$ cat config.mk
export PLATFORM = sky130hd
export DESIGN_NAME = mux_port_arbiter
export DESIGN_NICKNAME = d
export VERILOG_FILES = /design/src/rtl/mux_port_arbiter.sv
export SDC_FILE = /design/constraint.sdc
export NUM_CORES = 1
export LEC_CHECK = 0
export ABC_AREA = 1
export BUFFER_PORTS_ARGS = -buffer_cell sky130_fd_sc_hd__buf_2
export CELL_PAD_IN_SITES_DETAIL_PLACEMENT = 0
export CELL_PAD_IN_SITES_GLOBAL_PLACEMENT = 1
export CORE_UTILIZATION = 47
export DETAILED_ROUTE_END_ITERATION = 10
export PLACE_DENSITY = 0.87
export SLEW_MARGIN = 20
export SYNTH_ARGS = -nofsm -noshare
export SYNTH_HDL_FRONTEND = slang
export SYNTH_SLANG_ARGS = --single-unit
$ cat constraint.sdc
create_clock -name clk -period 3.95 [get_ports clk]
set_input_delay 0.79 -clock clk [delete_from_list [all_inputs] [get_ports clk]]
set_output_delay 0.79 -clock clk [all_outputs]
set_load 0.01 [all_outputs]
$ cat src/rtl/mux_port_arbiter.sv
// mux_port_arbiter
//   Round-robin arbiter sharing one datapath resource (memory port, register-file
//   write port behind a wide mux tree) among NREQ requesters. One owner at a time,
//   bounded hold time, and at least one idle cycle between owners.
//
// Parameters
//   NREQ     : number of requesters (2..64)
//   SELW     : width of sel, 2**SELW >= NREQ
//   MAX_HOLD : maximum consecutive grant cycles per owner (1..255)
//
// Ports
//   clk     : system clock, rising edge
//   rst_n   : asynchronous active-low reset
//   req     : per-requester request, held until granted and finished
//   done    : one-cycle release strobe from the current owner
//   grant   : registered one-hot grant, zero when no owner
//   sel     : registered binary index of current/last owner, drives mux S
//   busy    : high while any grant bit is high
//   timeout : one-cycle pulse when the owner is force-released by the hold limit

module mux_port_arbiter #(
   parameter int unsigned NREQ     = 4,
   parameter int unsigned SELW     = 6,
   parameter int unsigned MAX_HOLD = 16
) (
   input  logic            clk,
   input  logic            rst_n,
   input  logic [NREQ-1:0] req,
   input  logic [NREQ-1:0] done,
   output logic [NREQ-1:0] grant,
   output logic [SELW-1:0] sel,
   output logic            busy,
   output logic            timeout
);

   // Wide enough for MAX_HOLD up to 255.
   localparam int unsigned HoldW = 8;

   typedef enum logic [0:0] {StIdle, StGrant} state_e;

   state_e           state_q, state_d;
   logic [NREQ-1:0]  grant_q, grant_d;
   logic [SELW-1:0]  sel_q, sel_d;
   logic [SELW-1:0]  ptr_q, ptr_d;
   logic [HoldW-1:0] hold_q, hold_d;
   logic             busy_q, busy_d;
   logic             timeout_q, timeout_d;

   // -------------------------------------------------------------------------
   // Round-robin search: rotate req so that index ptr lands at bit 0, take the
   // first set bit, then map the rotated position back to a requester index.
   // -------------------------------------------------------------------------
   logic [NREQ-1:0] req_rot;
   logic            found;
   logic [SELW-1:0] win_idx;
   int unsigned     cand;

   always_comb begin
      req_rot = NREQ'({req, req} >> ptr_q);
      found   = 1'b0;
      win_idx = '0;
      cand    = 0;
      for (int unsigned j = 0; j < NREQ; j++) begin
         if (!found && req_rot[j]) begin
            found = 1'b1;
            cand  = int'(ptr_q) + j;
            if (cand >= NREQ) begin
               cand = cand - NREQ;
            end
            win_idx = SELW'(cand);
         end
      end
   end

   // Owner-qualified inputs; masking with the one-hot grant ignores every
   // non-owner done bit and avoids indexing by sel.
   logic own_done;
   logic own_req;
   logic hold_max;

   assign own_done = |(done & grant_q);
   assign own_req  = |(req & grant_q);
   assign hold_max = (hold_q == HoldW'(MAX_HOLD));

   // -------------------------------------------------------------------------
   // Next-state logic
   // -------------------------------------------------------------------------
   always_comb begin
      state_d   = state_q;
      grant_d   = grant_q;
      sel_d     = sel_q;
      ptr_d     = ptr_q;
      hold_d    = hold_q;
      busy_d    = busy_q;
      timeout_d = 1'b0;

      case (state_q)
         StIdle: begin
            // sel keeps the last owner so the mux output stays stable.
            if (found) begin
               state_d = StGrant;
               grant_d = NREQ'(1) << win_idx;
               sel_d   = win_idx;
               busy_d  = 1'b1;
               hold_d  = HoldW'(1);
            end
         end

         StGrant: begin
            if (own_done || !own_req || hold_max) begin
               state_d = StIdle;
               grant_d = '0;
               busy_d  = 1'b0;
               hold_d  = '0;
               ptr_d   = (sel_q == SELW'(NREQ - 1)) ? '0 : sel_q + 1'b1;
               // Pulse only when the hold limit is the sole reason to release.
               timeout_d = own_req && !own_done;
            end else begin
               hold_d = hold_q + 1'b1;
            end
         end

         default: begin
            state_d = StIdle;
            grant_d = '0;
            busy_d  = 1'b0;
            hold_d  = '0;
         end
      endcase
   end

   // -------------------------------------------------------------------------
   // State and registered outputs
   // -------------------------------------------------------------------------
   always_ff @(posedge clk or negedge rst_n) begin
      if (!rst_n) begin
         state_q   <= StIdle;
         grant_q   <= '0;
         sel_q     <= '0;
         ptr_q     <= '0;
         hold_q    <= '0;
         busy_q    <= 1'b0;
         timeout_q <= 1'b0;
      end else begin
         state_q   <= state_d;
         grant_q   <= grant_d;
         sel_q     <= sel_d;
         ptr_q     <= ptr_d;
         hold_q    <= hold_d;
         busy_q    <= busy_d;
         timeout_q <= timeout_d;
      end
   end

   assign grant   = grant_q;
   assign sel     = sel_q;
   assign busy    = busy_q;
   assign timeout = timeout_q;

   // -------------------------------------------------------------------------
   // Invariants
   // -------------------------------------------------------------------------
   a_grant_onehot0 : assert property (@(posedge clk) disable iff (!rst_n)
      $onehot0(grant_q));
   a_busy_is_or : assert property (@(posedge clk) disable iff (!rst_n)
      busy_q == (|grant_q));
   a_sel_matches : assert property (@(posedge clk) disable iff (!rst_n)
      busy_q |-> (grant_q == (NREQ'(1) << sel_q)));

endmodule

==> flow_summary.rst, run 1 <==
.. list-table::
   :header-rows: 1

   * - Metric
     - Value
   * - Run status
     - finished clean
   * - Post-detailed-routing wire length
     - 5950 µm
   * - Final Max Tran Viols
     - 0
   * - Combined flip-flop and latch cell area
     - approximately 680 µm²
   * - Number of flops mapped to enable cells by yosys
     - 0
   * - Netlist area before placement
     - 2520 µm²
   * - Unique masters post-synth
     - 41
   * - Hold path startpoint
     - busy
   * - Placed Instance Area
     - 2670 µm²
   * - Clk Tree Root Cell
     - clkbuf_8
   * - R2r setup slk
     - 1050 ps
   * - Worst hold slack after final layout
     - 497 ps
   * - Final hold violation count
     - 0
   * - Portion of the clock cycle consumed by the worst path in the final layout
     - about three quarters
   * - P&R area growth vs syn
     - 7.64%
   * - Vias in the first global route
     - roughly 2100
   * - Critical path fanouts, max
     - 13
   * - Total negative slack for setup checks
     - 0 ps
   * - CP startpoint kind
     - flip-flop
   * - Number of input and output port buffers inserted
     - 21
   * - Count of nets after finishing
     - around 420
   * - Cells on Worst Hold Path
     - 2
   * - Setup Skew
     - approximately 4.8 ps
   * - Post-detailed-placement half-perimeter wirelength
     - 4730 µm
   * - Die Y
     - 75.3 µm
   * - Crit path DAT
     - 3130 ps
   * - Initial Utilization
     - 49.1%
   * - Die footprint
     - 5660 µm²
   * - Mean number of vias per cell
     - about 5.0
   * - Final min period
     - 2900 ps
   * - Clock H-tree levels
     - 1
   * - Synth Instances
     - 367
   * - # rows
     - 26
   * - Number of antenna repair diodes
     - 0
   * - Element type at the critical path end
     - flip-flop
   * - Power Total
     - 0.00245 W
   * - Total grt overflow
     - 0
   * - Clock sink count
     - 27
   * - Origin of the critical flop-to-flop path
     - ptr_q[2]
   * - Seq/Total Area, Yosys
     - 26.8%
   * - First-pass GRT wire length
     - 9940 µm
   * - Hold endpoint
     - busy
   * - Number of placed I/O pins
     - 22
   * - Area of the multi-input gates
     - 1610 µm²
   * - Classification of the worst-slack hold path
     - flip-flop to flip-flop
   * - Endpoint of the most critical register-to-register path
     - grant[2]
   * - Average wire per cell in the routed design
     - roughly 13 µm
   * - Slew margin rel.
     - slightly below 60%
   * - Maximum ir drop on the vdd rail
     - 0.428 mV
   * - Count of vias placed by the detailed router
     - 2295
   * - Maximum buffer depth of the clock tree
     - 2
   * - Post-DRT Antenna Nets
     - 0
   * - Dpl ws
     - 1110 ps
   * - Setup slack after layout
     - around 1000 ps
   * - TritonCTS clock tree
     - built
   * - Total of fill cells in the finished design
     - 550
   * - First-pass iteration count of the detailed router
     - 4
   * - Hold buffer count at CTS
     - 0
   * - Initial antenna violation count
     - 0
   * - Post-synthesis net count
     - 395
   * - Horizontal extent of the die
     - 75.3 µm
   * - Avg Inst Size Synth
     - 6.87 µm²
   * - Reg clk slew, reported paths
     - around 90 ps
   * - Power density normalized to cell area
     - about 900 nW/µm²
   * - Dominant synthesized flop cell
     - dfrtp_1
   * - Worst Max-Slew Pin Slew
     - 620 ps
   * - Number of CTS-inserted buffers
     - 3
   * - Final weighted congestion in routability-driven placement
     - 0.863
   * - Setup repair after global routing missed its margin
     - no
   * - Required arrival time at the worst endpoint
     - ~4200 ps
   * - DRC violation count after routing
     - 0
   * - Depth of the worst register-to-register path
     - 17
   * - Number of DRC violations after detailed-routing iteration 0
     - 122
   * - Static power due to leakage
     - 1.36 nW
   * - Number of maximum-capacitance constraint violations
     - 0
   * - Fraction of layout cells with a size suffix above 1
     - between 10% and 20%
   * - Total routing usage reported by global routing
     - 23.2%
   * - Maximum number of pins on one net before global-route repair
     - 28
   * - Seq cells post-synth
     - 27
   * - Number of resized instances in the post-cts repair step
     - 0
   * - Setup violators final
     - 0
   * - Post-synth ARST share
     - 100%
   * - Setup Buffers After CTS
     - 0
   * - Finished layout cell area
     - about 2700 µm²
   * - Clock latency at the later pin of the worst-skew pair
     - 280 ps
   * - Worst setup path class
     - flip-flop to flip-flop
   * - Core Box Area
     - 5140 µm²
   * - Number of warnings issued by yosys
     - 0
   * - Peak clock frequency supported by timing
     - around 340 MHz
registers in the layout (all words and copies together), names as in the netlist:
name,count
sel,6
state_q,1
hold_q,8
grant,4
timeout,1
ptr_q,6
busy,1
synth_stat cells (4+ instances only):
master	n	area (µm²)
a21oi_1	7	35.0
dfrtp_1	27	676
ha_1	18	225
inv_1	37	139
inv_2	6	22.5
nand2_1	111	417
nand2_2	5	31.3
nand3_1	39	195
nand3_2	6	60.1
nand4_1	5	31.3
nor2_1	29	109
nor2_2	9	56.3
nor2_4	4	45.0
o21ai_0	13	65.1
o22ai_1	6	37.5
xor2_1	8	70.1
area by class of cell:
cell class / count / area share [%]
well taps: 70 / 3.23
flip-flops and latches: 27 / 24.9
multi-input cells: 286 / 59.4
repair buffers: 22 / 4.15
inverters: 47 / 6.64
clock buffers: 3 / 1.52
clock inverters: 1 / 0.184
power by group:
part	switching (W)	internal [W]
Sequential	0.000171	0.000363
Combinational	0.00116	0.000591
Clock	0.0000877	0.0000708
worst max path at each step:
stage          endpoint  slack (ps)  startpoint
4_1_cts        grant[2]        1080    ptr_q[1]
2_1_floorplan  grant[0]        1490    ptr_q[1]
3_5_place_dp   grant[2]        1110    ptr_q[1]
6_report       grant[2]        1050    ptr_q[2]
3_3_place_gp   grant[2]        1190    ptr_q[1]
5_1_grt        grant[2]         690    ptr_q[2]
per-layer routing:
metal,GRT usage [%],share of wire (%),up-vias
li1,-,-,1230
met1,33.1,50,1036
met2,38.7,47,24
met3,1.61,1.9,5
met4,4.94,0.92,0
met5,0,0,-
placed cells by master, fill, tap and decap left out, types with 3 or more instances in the layout:
cell type	n
inv_2	6
o22ai_1	6
ha_1	18
a21oi_1	7
nand2_2	5
clkbuf_8	3
nor2_1	29
o21ai_0	13
nor2_4	4
nor3_1	3
nor2_2	9
xor2_1	8
nand2_1	111
nand4_1	5
nand3_2	6
nand3_1	39
dfrtp_1	27
inv_1	37
buf_2	21
per-stage QoR:
stage          instances  util [%]
2_1_floorplan        367         -
3_3_place_gp         452      51.9
4_1_cts              456      52.8
3_5_place_dp         452      51.9
6_report             456      52.8
5_1_grt              456      52.8
critical path, cell delays in order (launching register included):
cell and delay (ps):
dfrtp_1 660, ha_1 400, inv_1 90, nand2_1 130, xor2_1 250, inv_1 110, ha_1 200, nand2_1 50
o21ai_0 90, a21oi_2 150, nand2_2 80, nand2_1 70, nor2_1 40, nor2_1 130, nand2_1 80, nor2_2 150
nand3_1 90, nand2_1 80
kinds of logic (layout without fill, tap and decap cells):
kind of cell	Yosys count	count (layout)	synth area share, %
xor+xnor	10	10	3.47
simple gates	219	219	41.7
flops	27	27	26.8
fa+ha+maj	18	18	8.93
buf+inv	54	73	9.28
compound gates	39	39	9.87
No activity file was read; power rests on OpenSTA's default activity.
==> run 2: changes to the inputs <==
Settings changed: ABC_AREA 1 to 0, CORE_UTILIZATION 47 to 41, PLACE_DENSITY 0.87 to 0.77.
Clock period 3.95 ns to 2.6 ns, I/O delays scaled along.
==> run 2 against run 1 <==
  * The flow now finishes with violations (negative setup slack)
  * Critical endpoint is now grant[1]
  * Critical path depth shrank 6
  * Hold slack lost 240 ps
  * Fmax rose by 11%
  * Cell area increased by 20%
  * Flip-flop and latch count unchanged
  * Count of clock-buffer cells in the layout up 1
  * Largest cell class unchanged
  * Synthesized area decreased by 1.5%
  * Clock power increased by 50%
  * Largest power group is now sequential cells
==> flow_summary.rst, run 2 <==
.. list-table::
   :header-rows: 1

   * - Metric
     - Value
   * - Crit path DAT
     - 2790 ps
   * - # rows
     - 27
   * - Mean number of vias per cell
     - 5.62
   * - Setup Skew
     - 3.35 ps
   * - Run status
     - finished, violations left
   * - First-pass GRT wire length
     - around 11000 µm
   * - Violations in the final reports
     - negative setup slack
   * - Post-synthesis cell type with the largest combined area
     - dfrtp_1
   * - Clk Tree Root Cell
     - clkbuf_8
   * - First-pass iteration count of the detailed router
     - 4
   * - Count of nets after finishing
     - about 380
   * - Maximum buffer depth of the clock tree
     - 2
   * - Initial antenna violation count
     - 0
   * - Clock H-tree levels
     - 1
   * - Synth Instances
     - 289
   * - Number of flops mapped to enable cells by yosys
     - 0
   * - Maximum ir drop on the vdd rail
     - roughly 0.22 mV
   * - Post-detailed-routing wire length
     - between 6000 and 7000 µm
   * - Netlist area before placement
     - between 2000 and 2500 µm²
   * - CP startpoint kind
     - flip-flop
   * - Fraction of layout cells with a size suffix above 1
     - roughly two fifths
   * - Register bank with the most flops
     - hold_q
   * - Seq cells post-synth
     - 27
   * - Commonest non-fill, non-tap cells in the layout
     - buf_4, nand2_1, dfrtp_1
   * - Post-synthesis net count
     - 317
   * - Setup repair after global routing missed its margin
     - yes
   * - Initial Utilization
     - 43.8%
   * - Horizontal extent of the die
     - 79.9 µm
   * - Number of placed I/O pins
     - 22
   * - Number of input and output port buffers inserted
     - 21
   * - Depth of the worst register-to-register path
     - 11
   * - Hold buffer count at CTS
     - 0
   * - Post-synth ARST share
     - 100%
   * - Number of CTS-inserted buffers
     - 3
   * - Total grt overflow
     - 0
   * - R2r setup slk
     - -30 ps
   * - Share of Yosys cell area claimed by the top area cell type
     - a little over a quarter
   * - Required arrival time at the worst endpoint
     - 2770 ps
   * - Final hold violation count
     - 0
   * - Reg clk slew, reported paths
     - about 90 ps
   * - Critical path fanouts, max
     - 5
   * - Worst Max-Slew Pin Slew
     - 625 ps
   * - Number of antenna repair diodes
     - 0
   * - Die Y
     - 79.9 µm
   * - Power density normalized to cell area
     - 212 nW/µm²
   * - Dominant synthesized flop cell
     - dfrtp_1
   * - Slew margin rel.
     - roughly three fifths
   * - Worst setup path class
     - flip-flop to flip-flop
   * - Endpoint of the most critical register-to-register path
     - grant[1]
   * - Total of fill cells in the finished design
     - ~520
   * - Origin of the critical flop-to-flop path
     - ptr_q[1]
   * - Final core utilization
     - 57.6%
   * - DRC violation count after routing
     - 0
   * - Ranking of synthesized cells by instance count
     - dfrtp_1, nand2_1, nor2_1, o21ai_0, ha_1
   * - Worst hold slack after final layout
     - 259 ps
   * - Average wire per cell in the routed design
     - approximately 16 µm
   * - Flip-flop count of the largest register after layout
     - 8
   * - Commonest non-fill, non-tap cell in the layout
     - buf_4
   * - Setup slack after layout
     - -26.1 ps
   * - Setup violators final
     - 1
   * - Cell with the largest stage delay on the worst path
     - dfrtp_2
   * - Final Max Tran Viols
     - 0
   * - Peak clock frequency supported by timing
     - approximately 380 MHz
   * - Post-DRT Antenna Nets
     - 0
   * - TritonCTS clock tree
     - built
   * - Unique masters post-synth
     - 62
   * - Seq/Total Area, Yosys
     - between 20% and 30%
   * - Total routing usage reported by global routing
     - 22.1%
   * - Maximum number of pins on one net before global-route repair
     - 28
   * - Cell occurring most often along the worst timing path
     - o21ai_2
   * - Power Total
     - 0.000692 W
   * - Element type at the critical path end
     - flip-flop
   * - Final weighted congestion in routability-driven placement
     - 0.878
   * - Leading post-synthesis cells by cell area
     - dfrtp_1, ha_1, xnor2_1, nand2_1, o21ai_0
   * - Number of DRC violations after detailed-routing iteration 0
     - between 100 and 150
   * - P&R area growth vs syn
     - 31.6%
   * - Static power due to leakage
     - approximately 1.4 nW
   * - Vias in the first global route
     - 2277
   * - Launch point of the critical path
     - ptr_q[1]
   * - Classification of the worst-slack hold path
     - input pin to asynchronous set/reset pin
   * - Portion of the clock cycle consumed by the worst path in the final layout
     - 101%
   * - Final min period
     - about 2600 ps
   * - Avg Inst Size Synth
     - 8.60 µm²
   * - Die footprint
     - 6380 µm²
   * - Clock latency at the later pin of the worst-skew pair
     - 270 ps
   * - Number of maximum-capacitance constraint violations
     - 0
   * - Core Box Area
     - 5680 µm²
   * - Clock sink count
     - 27
   * - Post-detailed-placement half-perimeter wirelength
     - 5100 µm
   * - Count of vias placed by the detailed router
     - 2384
   * - Ordered cell list for the critical path
     - ha_4 > and3b_1 > nor2_1 > ha_2 > nand2_2 > o21ai_2 > nor4_4 > o311ai_1 > a22oi_2 > o21ai_2 > o41ai_1
   * - Number of warnings issued by yosys
     - 0
   * - Worst path max stage delay
     - 450 ps
[run 2: changes by cell type after synthesis, sizes merged, moves of 5 or more]
cell / before / now
nand2: 117 / 28
nand3: 47 / 8
inv: 44 / 15
nor2: 43 / 19
xnor2: 2 / 13
nor3: 3 / 12
o21ai: 16 / 25
a21oi: 9 / 16
nand2b: 0 / 7
and3: 0 / 6
buf: 6 / 12
xor2: 8 / 3
[run 2: cells by family after synthesis]
family,share of synthesized area (%)
AO/OA/AOI/OAI,24.0
multiplexers,4.93
buffers and inverters,6.39
adder cells (fa/ha/maj),9.06
XOR/XNOR,5.64
flip-flops,27.2
AND/OR/NAND/NOR,22.8
[run 2: where the power goes]
group / internal [W] / switching, W / total, W
logic: 0.0000127 / 0.0000223 / 0.0000350
clock network: 0.000110 / 0.000128 / 0.000238
registers: 0.000419 / 0 / 0.000419
[run 2: area by class of cell]
| class | count | area (µm²) | share of cell area (%) |
|---|---|---|---|
| multi-input combinational | 232 | 1890 | 57.7 |
| timing repair buffer | 74 | 507 | 15.5 |
| clock buffer | 4 | 45.0 | 1.38 |
| sequential | 27 | 681 | 20.8 |
| tap | 72 | 90.1 | 2.76 |
| inverter | 15 | 58.8 | 1.80 |
[run 2: what timing repair did]
action                                  CTS  global route
gates resized for setup                  23            30
pin swaps                                 8            14
buffers inserted                          3             6
endpoints found under the setup margin    5            11
[run 2: worst max path at each step]
stage	to	slack (ps)	depth (start not counted)
after floorplan	grant[1]	80	14
after global placement	grant[3]	-120	11
after detailed placement	grant[0]	-210	11
after CTS	grant[3]	-0.7	8
after global routing	grant[1]	-100	11
final	grant[1]	-30	11
[run 2: metrics by stage]
step           cell area, µm²  setup TNS [ps]  worst slack [ps]  cells
6_report                 3270           -26.1             -26.1    424
5_1_grt                  3270            -219             -97.7    424
4_1_cts                  3080          -0.743            -0.743    418
3_5_place_dp             2910            -753              -209    411
3_3_place_gp             2910            -488              -124    411
2_1_floorplan            2490               0              75.3    289
[run 2: worst max-delay path: cells and delay by family (launching register included)]
kind	cells	cell delay, ps
AOI/OAI and AO/OA	5	970
adders and majority gates	2	390
DFF	1	450
and+or+nand+nor	4	700
[run 2: routing by layer]
layer	vias up	part of all wire [%]	global-route usage, %
met5	-	0	0
met1	1149	45	30.1
met2	32	49	35.9
met3	16	2.3	1.26
li1	1187	-	-
met4	0	3.8	9.82
==> run 3: changes to the inputs <==
Settings changed: CORE_MARGIN set to 3, RECOVER_POWER set to 50.
==> run 3 against run 2 <==
  * The flow still finishes with violations (negative setup slack)
  * Clock power is 2% lower
  * Non-clock buffer count grew 8
  * Hold slack improved by 240 ps
  * Setup slack gained 23 ps
  * Via count is 1.9% higher
  * Flip-flop and latch count unchanged
  * Combinational power is 5% lower
  * Total power down 0.77%
  * Register-to-register slack improved by 20 ps
  * Cell area rose by 4.9%
  * Critical path depth is the same
  * Global-route usage fell by 1.9 points
  * Largest cell class unchanged
  * Highest routed layer unchanged
==> flow_summary.rst, run 3 (synthesized netlist as in run 2, its figures left out) <==
.. list-table::
   :header-rows: 1

   * - Metric
     - Value
   * - TritonCTS clock tree
     - built
   * - First-pass iteration count of the detailed router
     - 4
   * - Origin of the critical flop-to-flop path
     - ptr_q[1]
   * - Count of vias placed by the detailed router
     - 2430
   * - Post-detailed-routing wire length
     - 7280 µm
   * - Violations in the final reports
     - negative setup slack
   * - Setup slack after layout
     - -3.44 ps
   * - Commonest non-fill, non-tap cell in the layout
     - buf_4
   * - First-pass GRT wire length
     - ~12000 µm
   * - Final Max Tran Viols
     - 0
   * - Hold path startpoint
     - hold_q[7]
   * - Hold endpoint
     - hold_q[7]
   * - Reg clk slew, reported paths
     - 90 ps
   * - Depth of the worst register-to-register path
     - 11
   * - Vias in the first global route
     - 2332
   * - Endpoint of the most critical register-to-register path
     - grant[3]
   * - Total routing usage reported by global routing
     - 20.2%
   * - Number of maximum-capacitance constraint violations
     - 0
   * - Register bank with the most flops
     - hold_q
   * - Clock H-tree levels
     - 1
   * - Maximum buffer depth of the clock tree
     - 2
   * - Clk Tree Root Cell
     - clkbuf_8
   * - Total of fill cells in the finished design
     - 494
   * - Switching fraction of total power
     - 21.6%
   * - Psw
     - 0.000148 W
   * - Die footprint
     - 7030 µm²
   * - Power density normalized to cell area
     - 200 nW/µm²
   * - Number of CTS-inserted buffers
     - 3
   * - P&R area growth vs syn
     - 38.0%
   * - Portion of total power attributed to combinational logic
     - 4.8%
   * - Number of DRC violations after detailed-routing iteration 0
     - ~140
   * - Final weighted congestion in routability-driven placement
     - slightly below 0.9
   * - Initial Utilization
     - between 40% and 50%
   * - Final hold violation count
     - 0
   * - Peak clock frequency supported by timing
     - 384 MHz
   * - Crit path DAT
     - 2770 ps
   * - Mean number of vias per cell
     - 5.63
   * - # rows
     - 27
   * - Final min period
     - 2600 ps
   * - Clock sink count
     - 27
   * - R2r setup slk
     - -3 ps
   * - Commonest non-fill, non-tap cells in the layout
     - buf_4, nand2_1, dfrtp_1
   * - Number of placed I/O pins
     - 22
   * - Number of input and output port buffers inserted
     - 21
   * - DRC violation count after routing
     - 0
   * - Setup Skew
     - 6.10 ps
   * - Maximum ir drop on the vdd rail
     - 0.239 mV
   * - Horizontal extent of the die
     - 83.9 µm
   * - Classification of the worst-slack hold path
     - flip-flop to flip-flop
   * - Initial antenna violation count
     - 0
   * - Slew margin rel.
     - under 10%
   * - Total grt overflow
     - 0
   * - Total negative slack for setup checks
     - -3.44 ps
   * - Required arrival time at the worst endpoint
     - 2760 ps
   * - Internal power consumption
     - 0.000539 W
   * - Seq pwr share
     - roughly three fifths
   * - Clock latency at the later pin of the worst-skew pair
     - 270 ps
   * - Core Box Area
     - ~5700 µm²
   * - Worst Max-Slew Pin Slew
     - around 1400 ps
   * - Maximum number of pins on one net before global-route repair
     - 28
   * - Post-DRT Antenna Nets
     - 0
   * - Critical path fanouts, max
     - 6
   * - Die Y
     - 83.9 µm
   * - CP startpoint kind
     - flip-flop
   * - Element type at the critical path end
     - flip-flop
   * - Average wire per cell in the routed design
     - around 17 µm
   * - Portion of the clock cycle consumed by the worst path in the final layout
     - 100%
   * - Cells on Worst Hold Path
     - 1
   * - Worst setup path class
     - flip-flop to flip-flop
   * - Number of antenna repair diodes
     - 0
   * - Fraction of layout cells with a size suffix above 1
     - between 40 and 50%
   * - Setup repair after global routing missed its margin
     - yes
   * - Clk pwr share
     - about a third
   * - Setup violators final
     - 1
   * - Flip-flop count of the largest register after layout
     - 8
   * - Run status
     - finished, violations left
   * - Post-detailed-placement half-perimeter wirelength
     - around 5300 µm
   * - Worst hold slack after final layout
     - 497 ps
   * - Count of nets after finishing
     - 389
   * - Static power due to leakage
     - 1.50 nW
run 3: worst max-delay path by stage:
stage,startpoint,to,cells after the start
finish,ptr_q[1],grant[3],11
global route,ptr_q[1],grant[3],11
CTS,ptr_q[2],grant[3],8
detailed placement,ptr_q[1],grant[3],11
global placement,ptr_q[1],grant[1],11
floorplan,ptr_q[0],grant[1],14
run 3: repair_timing:
| item | in CTS | in global routing |
|---|---|---|
| resized for setup | 29 | 44 |
| endpoints found under the setup margin | 5 | 8 |
| pin swaps | 14 | 20 |
| hold buffers | 0 | 0 |
| setup buffers | 13 | 3 |
run 3: worst max-delay path: stages (launching register included):
cell and delay (ps):
dfrtp_2 470, ha_4 210, a21boi_2 150, nor2_1 80, ha_2 180, nand2_2 80
o21ai_4 70, nor4_4 370, nor3_2 70, a221oi_2 330, o21ai_2 160, o41ai_2 320
run 3: power groups by stage:
| stage | logic [W] | registers (W) | clock network (W) |
|---|---|---|---|
| after global placement | 0.0000326 | 0.000428 | 0 |
| after global routing | 0.0000375 | 0.000420 | 0.000263 |
| after floorplan | 0.0000124 | 0.000428 | 0 |
| final | 0.0000333 | 0.000419 | 0.000234 |
| after CTS | 0.0000334 | 0.000420 | 0.000246 |
| after detailed placement | 0.0000333 | 0.000428 | 0 |
run 3: per-layer routing:
layer	track usage (%)	share of wire [%]
met5	0	0
met4	3.51	0.36
met3	1.48	2.2
met2	35.1	52
met1	27.8	46
run 3: area by class of cell:
class / instances / area (µm²) / share of cell area, %
multi-input cells: 232 / 1970 / 57.3
well taps: 72 / 90.1 / 2.63
clock inverters: 1 / 5.00 / 0.146
repair buffers: 82 / 587 / 17.1
clock buffers: 3 / 41.3 / 1.20
inverters: 15 / 58.8 / 1.71
flip-flops and latches: 27 / 682 / 19.9
run 3: stage by stage:
stage               power, W  instance area [µm²]  setup slack (ps)  utilization (%)  std cells
CTS                 0.000699                 3200             -19.0             56.4        430
floorplan           0.000440                 2490              75.3                -        289
detailed placement  0.000461                 2940              -186             51.7        413
finish              0.000687                 3430             -3.44             60.4        432
global placement    0.000461                 2940             -52.4             51.7        413
global route        0.000721                 3430              -153             60.4        432
